--- src/rtl/ram8_arb.sv ---
// ram8_arb: two-master round-robin arbiter/sequencer driving one RAM8 access per transaction.
// Optional macro RAM8_ARB_FIXED_PRI_EN selects fixed priority (master 0 wins ties).
`default_nettype none

module ram8_arb #(
    parameter int AW = 3,
    parameter int DW = 16
) (
    input  logic          clk,
    input  logic          rst_,
    input  logic          req0,
    input  logic          req1,
    input  logic          we0,
    input  logic          we1,
    input  logic [AW-1:0] addr0,
    input  logic [AW-1:0] addr1,
    input  logic [DW-1:0] wdata0,
    input  logic [DW-1:0] wdata1,
    output logic          ack0,
    output logic          ack1,
    output logic [DW-1:0] rdata,
    output logic          ram_e,
    output logic          ram_w,
    output logic          ram_r,
    output logic [AW-1:0] ram_addr,
    output logic [DW-1:0] ram_din,
    input  logic [DW-1:0] ram_dout
);

    localparam logic [1:0] S_IDLE = 2'd0;
    localparam logic [1:0] S_ACC  = 2'd1;
    localparam logic [1:0] S_RESP = 2'd2;

    logic [1:0]    r_state;
    logic          r_win;
    logic          w_any;
    logic          w_gnt1;
    logic          w_we;
    logic [AW-1:0] w_addr;
    logic [DW-1:0] w_wdata;

    assign w_any = req0 | req1;

`ifdef RAM8_ARB_FIXED_PRI_EN
    assign w_gnt1 = req1 & ~req0;
`else
    // r_last = id of the master served most recently; the other one wins a tie
    logic r_last;

    assign w_gnt1 = req1 & (~req0 | ~r_last);

    always_ff @(posedge clk or negedge rst_) begin
        if (!rst_) begin
            r_last <= 1'b1;
        end else if (r_state == S_IDLE && w_any) begin
            r_last <= w_gnt1;
        end
    end
`endif

    assign w_we    = w_gnt1 ? we1    : we0;
    assign w_addr  = w_gnt1 ? addr1  : addr0;
    assign w_wdata = w_gnt1 ? wdata1 : wdata0;

    always_ff @(posedge clk or negedge rst_) begin
        if (!rst_) begin
            r_state  <= S_IDLE;
            r_win    <= 1'b0;
            ack0     <= 1'b0;
            ack1     <= 1'b0;
            rdata    <= '0;
            ram_e    <= 1'b0;
            ram_w    <= 1'b0;
            ram_r    <= 1'b0;
            ram_addr <= '0;
            ram_din  <= '0;
        end else begin
            case (r_state)
                S_IDLE: begin
                    if (w_any) begin
                        r_state  <= S_ACC;
                        r_win    <= w_gnt1;
                        ram_e    <= 1'b1;
                        ram_w    <= w_we;
                        ram_r    <= ~w_we;
                        ram_addr <= w_addr;
                        ram_din  <= w_wdata;
                    end
                end
                S_ACC: begin
                    // ram_w still reflects the latched direction during this cycle
                    if (!ram_w) begin
                        rdata <= ram_dout;
                    end
                    ram_e   <= 1'b0;
                    ram_w   <= 1'b0;
                    ram_r   <= 1'b0;
                    ack0    <= ~r_win;
                    ack1    <= r_win;
                    r_state <= S_RESP;
                end
                S_RESP: begin
                    ack0    <= 1'b0;
                    ack1    <= 1'b0;
                    r_state <= S_IDLE;
                end
                default: begin
                    ack0    <= 1'b0;
                    ack1    <= 1'b0;
                    ram_e   <= 1'b0;
                    ram_w   <= 1'b0;
                    ram_r   <= 1'b0;
                    r_state <= S_IDLE;
                end
            endcase
        end
    end

endmodule

`default_nettype wire

--- config.mk ---
export PLATFORM = sky130hd
export DESIGN_NAME = ram8_arb
export DESIGN_NICKNAME = d
export VERILOG_FILES = /design/src/rtl/ram8_arb.sv
export SDC_FILE = /design/constraint.sdc
export NUM_CORES = 1
export LEC_CHECK = 0
export ABC_AREA = 1
export BUFFER_PORTS_ARGS = -buffer_cell sky130_fd_sc_hd__buf_4
export CORE_MARGIN = 1.5
export CORE_UTILIZATION = 39
export CTS_BUF_LIST = sky130_fd_sc_hd__clkbuf_2 sky130_fd_sc_hd__clkbuf_4 sky130_fd_sc_hd__clkbuf_8
export CTS_CLUSTER_SIZE = 28
export DETAILED_ROUTE_END_ITERATION = 12
export HOLD_SLACK_MARGIN = 0.08
export PLACE_DENSITY = 0.78
export SYNTH_ARGS = -nofsm -noshare
export SYNTH_HDL_FRONTEND = slang
export SYNTH_SLANG_ARGS = --single-unit
--- constraint.sdc ---
create_clock -name clk -period 1.2 [get_ports clk]
set_clock_uncertainty 0.15 [all_clocks]
set_input_delay 0.06 -clock clk [delete_from_list [all_inputs] [get_ports clk]]
set_output_delay 0.06 -clock clk [all_outputs]
set_load 0.02 [all_outputs]
==> results of run 1 <==
[how the worst max path moves through the flow]
stage | endpoint | depth (start not counted) | from | slack [ns]
detailed placement | ram_din[7] | 6 | r_state[0] | -0.08
global placement | ram_din[7] | 6 | r_last | -0.06
finish | ram_r | 7 | r_state[0] | -0.15
CTS | ram_din[13] | 6 | r_last | -0.08
global route | ram_din[7] | 7 | r_state[0] | -0.20
floorplan | ram_addr[0] | 7 | r_state[0] | -0.02
[layer usage]
layer | track usage | vias up | share of wire | wire length, um
li1 | - | 1190 | - | -
met1 | 0.2568 | 1185 | 0.37 | 2921
met2 | 0.4598 | 132 | 0.54 | 4282
met3 | 0.05269 | 28 | 0.050 | 397
met4 | 0.1167 | 0 | 0.035 | 278
met5 | 0 | - | 0 | 0
[state kept, by name, indices dropped and copies added (netlist names)]
register / cells
rdata: 16
r_last: 1
ram_w: 1
ram_r: 1
ack0: 1
ram_din: 16
ram_e: 1
r_state: 2
ram_addr: 3
ack1: 1
r_win: 1
[power groups by stage]
stage               sequential (mW)  combinational [mW]  clock (mW)
detailed placement             2.66                4.08           0
finish                         2.72                5.49       0.922
global placement               2.67                3.97           0
CTS                            2.67                4.73       0.945
global route                   2.80                5.85        1.01
floorplan                      3.44                1.56           0
[worst max-delay path, delay by kind of cell, from the launching register on]
| family | cells | cell delay, ns |
|---|---|---|
| DFF | 1 | 0.42 |
| buffers and inverters | 3 | 0.36 |
| and+or+nand+nor | 4 | 0.37 |
[what timing repair did]
action                                  4_1_cts  5_1_grt
pin swaps                                     6       35
endpoints found under the hold margin        82       21
endpoints found under the setup margin       35       39
gates resized for setup                      25       66
hold buffers                                 57        1
setup buffers                                 4        0
gates cloned                                  2        3
[layout make-up]
class,instances,area share
repair buffers,177,0.3899
flip-flops and latches,44,0.2633
multi-input cells,173,0.2570
inverters,47,0.04627
well taps,70,0.02090
clock buffers,5,0.01642
clock inverters,3,0.005672
diodes,1,0.0005970
[per-stage QoR]
stage / instance area [sq um] / cells / setup WS [ns] / TNS (ns)
3_5_place_dp: 3008 / 445 / -0.08150 / -1.510
3_3_place_gp: 3008 / 445 / -0.05607 / -0.9250
2_1_floorplan: 2126 / 276 / -0.01565 / -0.2987
6_report: 4192 / 520 / -0.1507 / -2.942
4_1_cts: 3850 / 515 / -0.08351 / -1.447
5_1_grt: 4192 / 520 / -0.2008 / -4.524
[cell usage in the layout, fill, tap and decap left out, drive strengths merged]
cell / n
clkinv: 2
o21ai: 4
diode: 1
dfrtp: 43
clkbuf: 7
nand3: 60
buf: 117
dlygate4sd3: 58
nand2: 106
clkinvlp: 2
inv: 46
nor2: 3
dfstp: 1
[cells by family (layout without fill, tap and decap cells)]
group           after synthesis  after routing  synth area share
compound gates                4              4          0.009558
buf+inv                      60            232            0.1237
flops                        44             44            0.5263
other cells                   0              1                 0
simple gates                168            169            0.3405
==> flow_summary.toml, run 1 <==
[floorplan]
core_area_sq_um = 5140
start_util = 0.4075
die_y_um = 76.29
die_x_um = 76.29
row_count = 26
io-pin-count = 100
dieArea_sq_um = 5819

[sta]
finalSetupViolations = 25
timing.hold.ws_ns = 0.05515
fin_ws_ns = -0.1507
fin_crit_sh = 1.126
fin_crit_ns = 1.351
hold_viol = 0
worstMarginPinSlew_ns = 0.3107
slew_headroom = 0.7929
rsz0062_at_grt = "yes"
maxSlewViolCount = 0
max_freq_mhz = 740.4

[finish]
filler_cell_count = 292
layout.nets = 508
layout-drive-gt1-share = 0.4543
multiInputGateArea_sq_um = 1077
areaGrowthSynthToFinish_pct = 100.1
regArea_sq_um = 1104
utilization = 0.8155

[worst_setup_path]
worstPathCellList = "inv_2 -> nand2_2 -> nor2_4 -> buf_12 -> buf_12 -> nand3_2 -> nand2_2"
rr_startpoint = "r_state[0]"
critPathKind = "reg -> reg"
arrival_ns = 1.44
slowest_stage = "dfrtp_1"
critPathMaxFanout = 5
reg2reg_slack_ns = -0.15
end_kind = "flop"
worstReg2RegEnd = "ram_r"
cpPeakStageDelay_ns = 0.42
cp-start-kind = "flop"
ff2ff_path_depth = 7
cp.required_ns = 1.29

[yosys]
yosysWarnings = 0
synth-edff-count = 0
ys_top_cells_by_area = "dfrtp_1 51%, nand2_1 19%, nand3_1 14%, inv_1 7.9%, buf_6 1.6%"
ys_types = 14
ys_top_cells_by_count = "105 x nand2_1, 60 x nand3_1, 44 x inv_1"
ys_seq_area_frac = 0.5263
synth_most_common_cell = "nand2_1"
ys_async_sr_fraction = 1.000
syn_avg_cell_area_sq_um = 7.589
syn_inst = 276
netlist.area_leader.share = 0.5137
yosys_most_used_dff = "dfrtp_1"
synth_largest_area_cell = "dfrtp_1"
synth_area_sq_um = 2095
synthesis.nets = 336
synth-seq-cells = 44

[detailed_routing]
drc_errors = 0
initialDrtViolationCount = 149
drt-total-wl_mm = 7.879
ant_nets = 0
vias_per_cell = 4.875
dr.pass1.iters = 6
vias = 2535
post_drt_wl_per_cell_um = 15.15

[placed_design]
gp_congestion = 0.7907
dp_hpwl_mm = 3.814
numPortBuffers = 99

[clock_tree]
root_buffer = "clkbuf_8"
cts_inserted_buffers = 5
clkSinkCount = 44
clkTransAtPathRegs_ns = 0.08
cts_tree = "done"
clk_latency_ns = 0.29
cts_max_path_buffers = 2
htreeDepth = 2

[power]
power.switching_mw = 4.040
switching_share = 0.4424
vdd_ir_drop_max_mv = 1.244
power.leakage_nw = 2.229
p_per_area_nw_per_um2 = 2179
pwr-share-comb = 0.601
p_total_mw = 9.133
power_frac_seq = 0.298
power_frac_clock = 0.101
p_int_mw = 5.093

[grt]
grt_first_pass_wirelength_mm = 11.27
antenna_found_initial = 1
grt_pass1_vias = 2548
grt_max_degree = 23
overflow = 0
grt_usage = 0.2447

[status]
violations = "setup timing"
outcome = "complete, but fails checks"

[run]
drv_cap = 0

[hold_path]
hold_path.class = "in -> async"
(Power assumes the default switching activity.)
==> inputs of run 2 (changes only) <==
Settings changed: ABC_AREA 1 to not set, PLACE_DENSITY 0.78 to 0.79.
==> flow_summary.toml, run 2 <==
[clock_tree]
clkSinkCount = 44
cts_max_path_buffers = 2
cts_inserted_buffers = 5
clk_latency_ns = 0.30
cts_tree = "done"
htreeDepth = 2
root_buffer = "clkbuf_8"
clkTransAtPathRegs_ns = 0.08

[yosys]
synth-seq-cells = 44
synth_most_common_cell = "dfrtp_1"
yosysWarnings = 0
synth_area_sq_um = 1937
netlist.area_leader.share = 0.5556
ys_top_cells_by_count = "43 x dfrtp_1, 36 x o21ai_0, 21 x mux2i_1"
synth-edff-count = 0
syn_inst = 152
ys_seq_area_frac = 0.5691
synth_largest_area_cell = "dfrtp_1"
yosys_most_used_dff = "dfrtp_1"
ys_async_sr_fraction = 1.000
ys_types = 26
syn_avg_cell_area_sq_um = 12.74
ys_top_cells_by_area = "dfrtp_1 56%, mux2i_1 11%, o21ai_0 9.3%, mux2_4 7.8%, mux2_2 2.3%"
synthesis.nets = 212

[hold_path]
hold_path.class = "in -> reg"
hold_depth = 4

[power]
p_int_mw = 5.271
power.switching_mw = 3.352
switching_share = 0.3888
pwr-share-comb = 0.574
power_frac_seq = 0.312
vdd_ir_drop_max_mv = 0.9404
power.leakage_nw = 1.792
p_per_area_nw_per_um2 = 2337
power_frac_clock = 0.114

[sta]
hold_viol = 0
max_freq_mhz = 680.8
fin_ws_ns = -0.2690
finalSetupViolations = 40
fin_crit_sh = 1.224
worstMarginPinSlew_ns = 0.5433
slew_headroom = 0.6378
rsz0062_at_grt = "yes"
fin_crit_ns = 1.469
maxSlewViolCount = 0

[detailed_routing]
vias = 1902
initialDrtViolationCount = 152
ant_nets = 0
post_drt_wl_per_cell_um = 16.63
drt-total-wl_mm = 6.452
vias_per_cell = 4.902
drc_errors = 0
dr.pass1.iters = 4

[finish]
filler_cell_count = 309
reg_top3 = "ram_din: 16 flops, rdata: 16 flops, ram_addr: 3 flops"
layout_common_cells = "104 x buf_4, 57 x dlygate4sd3_1, 43 x dfrtp_1"
layout-drive-gt1-share = 0.5234
layout.nets = 380
n_antenna_cell = 0
areaGrowthSynthToFinish_pct = 90.50
stdcell_count = 388
finish.instance_area_sq_um = 3690
final_common_cell = "buf_4"

[worst_setup_path]
endpoint = "rdata[9]"
rr_startpoint = "r_state[1]"
end_kind = "flop"
ff2ff_path_depth = 4
crit_path_start = "r_state[1]"
cp-start-kind = "flop"
worstReg2RegEnd = "rdata[9]"
cpPeakStageDelay_ns = 0.43
reg2reg_slack_ns = -0.27
critPathMaxFanout = 9
critPathKind = "reg -> reg"
slowest_stage = "dfrtp_1"
cp.required_ns = 1.24
arrival_ns = 1.51
worstPathCellList = "nor2b_4 -> and2_4 -> buf_12 -> mux2_4"

[grt]
grt_pass1_vias = 2022
antenna_found_initial = 0
overflow = 0
grt_usage = 0.2396
grt_max_degree = 45
grt_first_pass_wirelength_mm = 9.798

[run]
drv_cap = 0

[floorplan]
dieArea_sq_um = 5398
io-pin-count = 100
row_count = 25
die_y_um = 73.47
start_util = 0.4074
die_x_um = 73.47
core_area_sq_um = 4755

[placed_design]
gp_congestion = 0.7204
dp_hpwl_mm = 3.288
numPortBuffers = 99
placed_cell_area_sq_um = 2819
dp.cells = 319

[status]
outcome = "complete, but fails checks"
violations = "setup timing"
==> run 2: cell count changes after synthesis, sizes merged, moves of 16 or more <==
cell | before | now
nand3 | 60 | 0
o21ai | 4 | 38
nand2 | 105 | 1
mux2 | 0 | 16
mux2i | 0 | 21
inv | 46 | 5
==> run 2: cell type report <==
cell class / instances / area, sq um / share of cell area
timing repair buffer: 172 / 1518 / 0.4113
clock inverter: 1 / 7.507 / 0.002035
sequential: 44 / 1102 / 0.2987
inverter: 5 / 18.77 / 0.005086
clock buffer: 7 / 90.09 / 0.02442
multi-input combinational: 92 / 869.6 / 0.2357
tap: 67 / 83.83 / 0.02272
==> run 2: routing by layer <==
metal | wire (um) | vias up | global-route usage
li1 | - | 871 | -
met1 | 2529 | 934 | 0.2751
met2 | 3379 | 80 | 0.4314
met3 | 385 | 17 | 0.05487
met4 | 158 | 0 | 0.08848
met5 | 0 | - | 0
==> run 2: metrics by stage <==
stage	setup WS [ns]	utilization	setup TNS (ns)	hold slack, ns	total power, mW
5_1_grt	-0.3041	0.7761	-10.75	0.1371	9.042
4_1_cts	-0.2417	0.7592	-8.308	0.1608	8.290
2_1_floorplan	-0.3498	-	-8.874	-0.3856	5.020
3_5_place_dp	-0.2979	0.5929	-9.586	-0.06561	6.649
3_3_place_gp	-0.2622	0.5929	-8.654	-0.07107	6.543
6_report	-0.2690	0.7761	-9.052	0.1255	8.623
==> run 2: worst min-delay path by stage <==
stage / from / to / slack [ns]
after floorplan: rst_ / ack0 / -0.39
after global placement: rst_ / rdata[6] / -0.07
after detailed placement: rst_ / rdata[6] / -0.07
after CTS: rst_ / rdata[12] / 0.16
after global routing: req0 / ram_e / 0.14
final: req0 / ram_e / 0.13
==> run 2: worst max-delay path, delay by kind of cell, from the launching register on <==
| kind | cells | cell delay [ns] |
|---|---|---|
| buffers and inverters | 1 | 0.15 |
| flip-flops | 1 | 0.43 |
| AND/OR/NAND/NOR | 2 | 0.31 |
| multiplexers | 1 | 0.31 |
==> run 2: cell families (layout without fill, tap and decap cells) <==
group,after synthesis,after routing,synth area share
multiplexers,37,37,0.2209
AND/OR/NAND/NOR,9,9,0.02842
buffers and inverters,16,185,0.04651
flip-flops,44,44,0.5691
AO/OA/AOI/OAI,46,46,0.1350
==> run 2: timing repair <==
| item | CTS | global route |
|---|---|---|
| cloned | 2 | 0 |
| hold buffers | 57 | 0 |
| pin swaps | 5 | 2 |
| endpoints found under the setup margin | 41 | 43 |
| resized for setup | 37 | 25 |
| setup buffers | 2 | 1 |
| endpoints found under the hold margin | 81 | 0 |
==> run 2: power by group through the flow <==
stage	combinational, mW	clock [mW]	sequential, mW
3_3_place_gp	3.92	0	2.62
4_1_cts	4.67	0.993	2.63
2_1_floorplan	1.59	0	3.43
5_1_grt	5.23	1.05	2.76
6_report	4.95	0.984	2.69
3_5_place_dp	4.00	0	2.64
==> inputs of run 3 (changes only) <==
Settings changed: BUFFER_PORTS_ARGS -buffer_cell sky130_fd_sc_hd__buf_4 to -buffer_cell sky130_fd_sc_hd__buf_2.
==> flow_summary.toml, run 3 (synthesized netlist as in run 2, its figures left out) <==
[placed_design]
pre_cts_ws_ns = -0.3016
dp_hpwl_mm = 3.240
gp_congestion = 0.7600
numPortBuffers = 99

[power]
p_per_area_nw_per_um2 = 2309
p_total_mw = 7.877
power.leakage_nw = 1.732
vdd_ir_drop_max_mv = 1.030

[run]
drv_cap = 0

[clock_tree]
clkSinkCount = 44
root_buffer = "clkbuf_8"
cts_tree = "done"
cts_inserted_buffers = 5
htreeDepth = 2
cts_max_path_buffers = 2
clk_latency_ns = 0.29
clkTransAtPathRegs_ns = 0.08

[worst_setup_path]
worstReg2RegEnd = "r_last"
critPathKind = "reg -> reg"
slowest_stage = "dfrtp_1"
cpPeakStageDelay_ns = 0.43
worstPathCellList = "o21bai_4 -> or2_4 -> buf_8 -> a21o_1"
ff2ff_path_depth = 4
cp-start-kind = "flop"
arrival_ns = 1.52
rr_startpoint = "r_state[1]"
critPathMaxFanout = 11
end_kind = "flop"
reg2reg_slack_ns = -0.25
cp.required_ns = 1.27

[sta]
fin_ws_ns = -0.2500
max_freq_mhz = 689.7
hold_viol = 0
rsz0062_at_grt = "yes"
fin_setup_tns_ns = -8.437
maxSlewViolCount = 0
fin_crit_ns = 1.450
worstMarginPinSlew_ns = 0.3333
slew_headroom = 0.7778
finalSetupViolations = 40
fin_crit_sh = 1.208
timing.hold.ws_ns = 0.1602

[finish]
layout_common_cells = "99 x buf_2, 57 x dlygate4sd3_1, 43 x dfrtp_1"
layout.nets = 385
n_antenna_cell = 0
reg_top3 = "ram_din: 16 flops, rdata: 16 flops, ram_addr: 3 flops"
areaGrowthSynthToFinish_pct = 76.10
utilization = 0.7174
final_common_cell = "buf_2"
layout-drive-gt1-share = 0.4831

[status]
outcome = "complete, but fails checks"
violations = "setup timing"

[grt]
grt_use_met1 = 0.2337
antenna_found_initial = 0
grt_pass1_vias = 1931
grt_max_degree = 27
grt_first_pass_wirelength_mm = 8.990
grtUsageMet3 = 0.04664
busiest_layer = "met2"
grt_usage = 0.2222
met2_usage = 0.4404
overflow = 0

[detailed_routing]
post_drt_wl_per_cell_um = 15.52
drt-total-wl_mm = 6.082
vias = 1859
drc_errors = 0
dr.pass1.iters = 4
initialDrtViolationCount = 60
ant_nets = 0
vias_per_cell = 4.742

[hold_path]
hold_path.class = "in -> async"

[floorplan]
start_util = 0.4074
row_count = 25
dieArea_sq_um = 5398
io-pin-count = 100
core_area_sq_um = 4755
die_x_um = 73.47
die_y_um = 73.47
[run 3: power breakdown]
part / total, mW / switching (mW) / internal [mW] / leakage, nW
combinational: 4.35 / 2.25 / 2.10 / 1.16
clock: 0.888 / 0.470 / 0.419 / 0.0445
sequential: 2.63 / 0.405 / 2.23 / 0.532
total: 7.88 / 3.13 / 4.75 / 1.73
[run 3: area by class of cell]
type	instances	area [sq um]
Sequential cell	44	1102
Multi-Input combinational cell	92	819.5
Timing Repair Buffer	177	1305
Clock buffer	6	76.32
Fill cell	335	1344
Clock inverter	1	5.005
Tap cell	67	83.83
Inverter	5	18.77
[run 3: worst max-delay path by stage]
stage / startpoint / end / slack [ns]
6_report: r_state[1] / r_last / -0.25
5_1_grt: r_state[0] / rdata[12] / -0.31
4_1_cts: r_state[1] / rdata[10] / -0.24
3_5_place_dp: r_state[0] / rdata[1] / -0.30
3_3_place_gp: r_state[1] / rdata[13] / -0.27
2_1_floorplan: r_state[0] / rdata[10] / -0.35
[run 3: worst max-delay path, delay by kind of cell (launching register included)]
kind / cells / cell delay (ns)
AOI/OAI and AO/OA: 2 / 0.36
buffers and inverters: 1 / 0.15
DFF: 1 / 0.43
and+or+nand+nor: 1 / 0.28
[run 3: per-stage QoR]
step           area [sq um]  std cells
2_1_floorplan          1967        152
3_3_place_gp           2586        321
3_5_place_dp           2586        321
4_1_cts                3367        391
5_1_grt                3411        392
6_report               3411        392
[run 3: what timing repair did]
action / CTS / global route
setup endpoints to repair: 40 / 47
gates resized for setup: 33 / 8
hold buffers: 58 / 0
pin swaps: 4 / 1
endpoints found under the hold margin: 81 / 0
buffers inserted: 4 / 1
cloned: 1 / 0
[run 3: layer usage]
layer  vias up  part of all wire
li1        876                 -
met3        11             0.061
met5         -                 0
met2        89              0.55
met4         0             0.014
met1       883              0.38
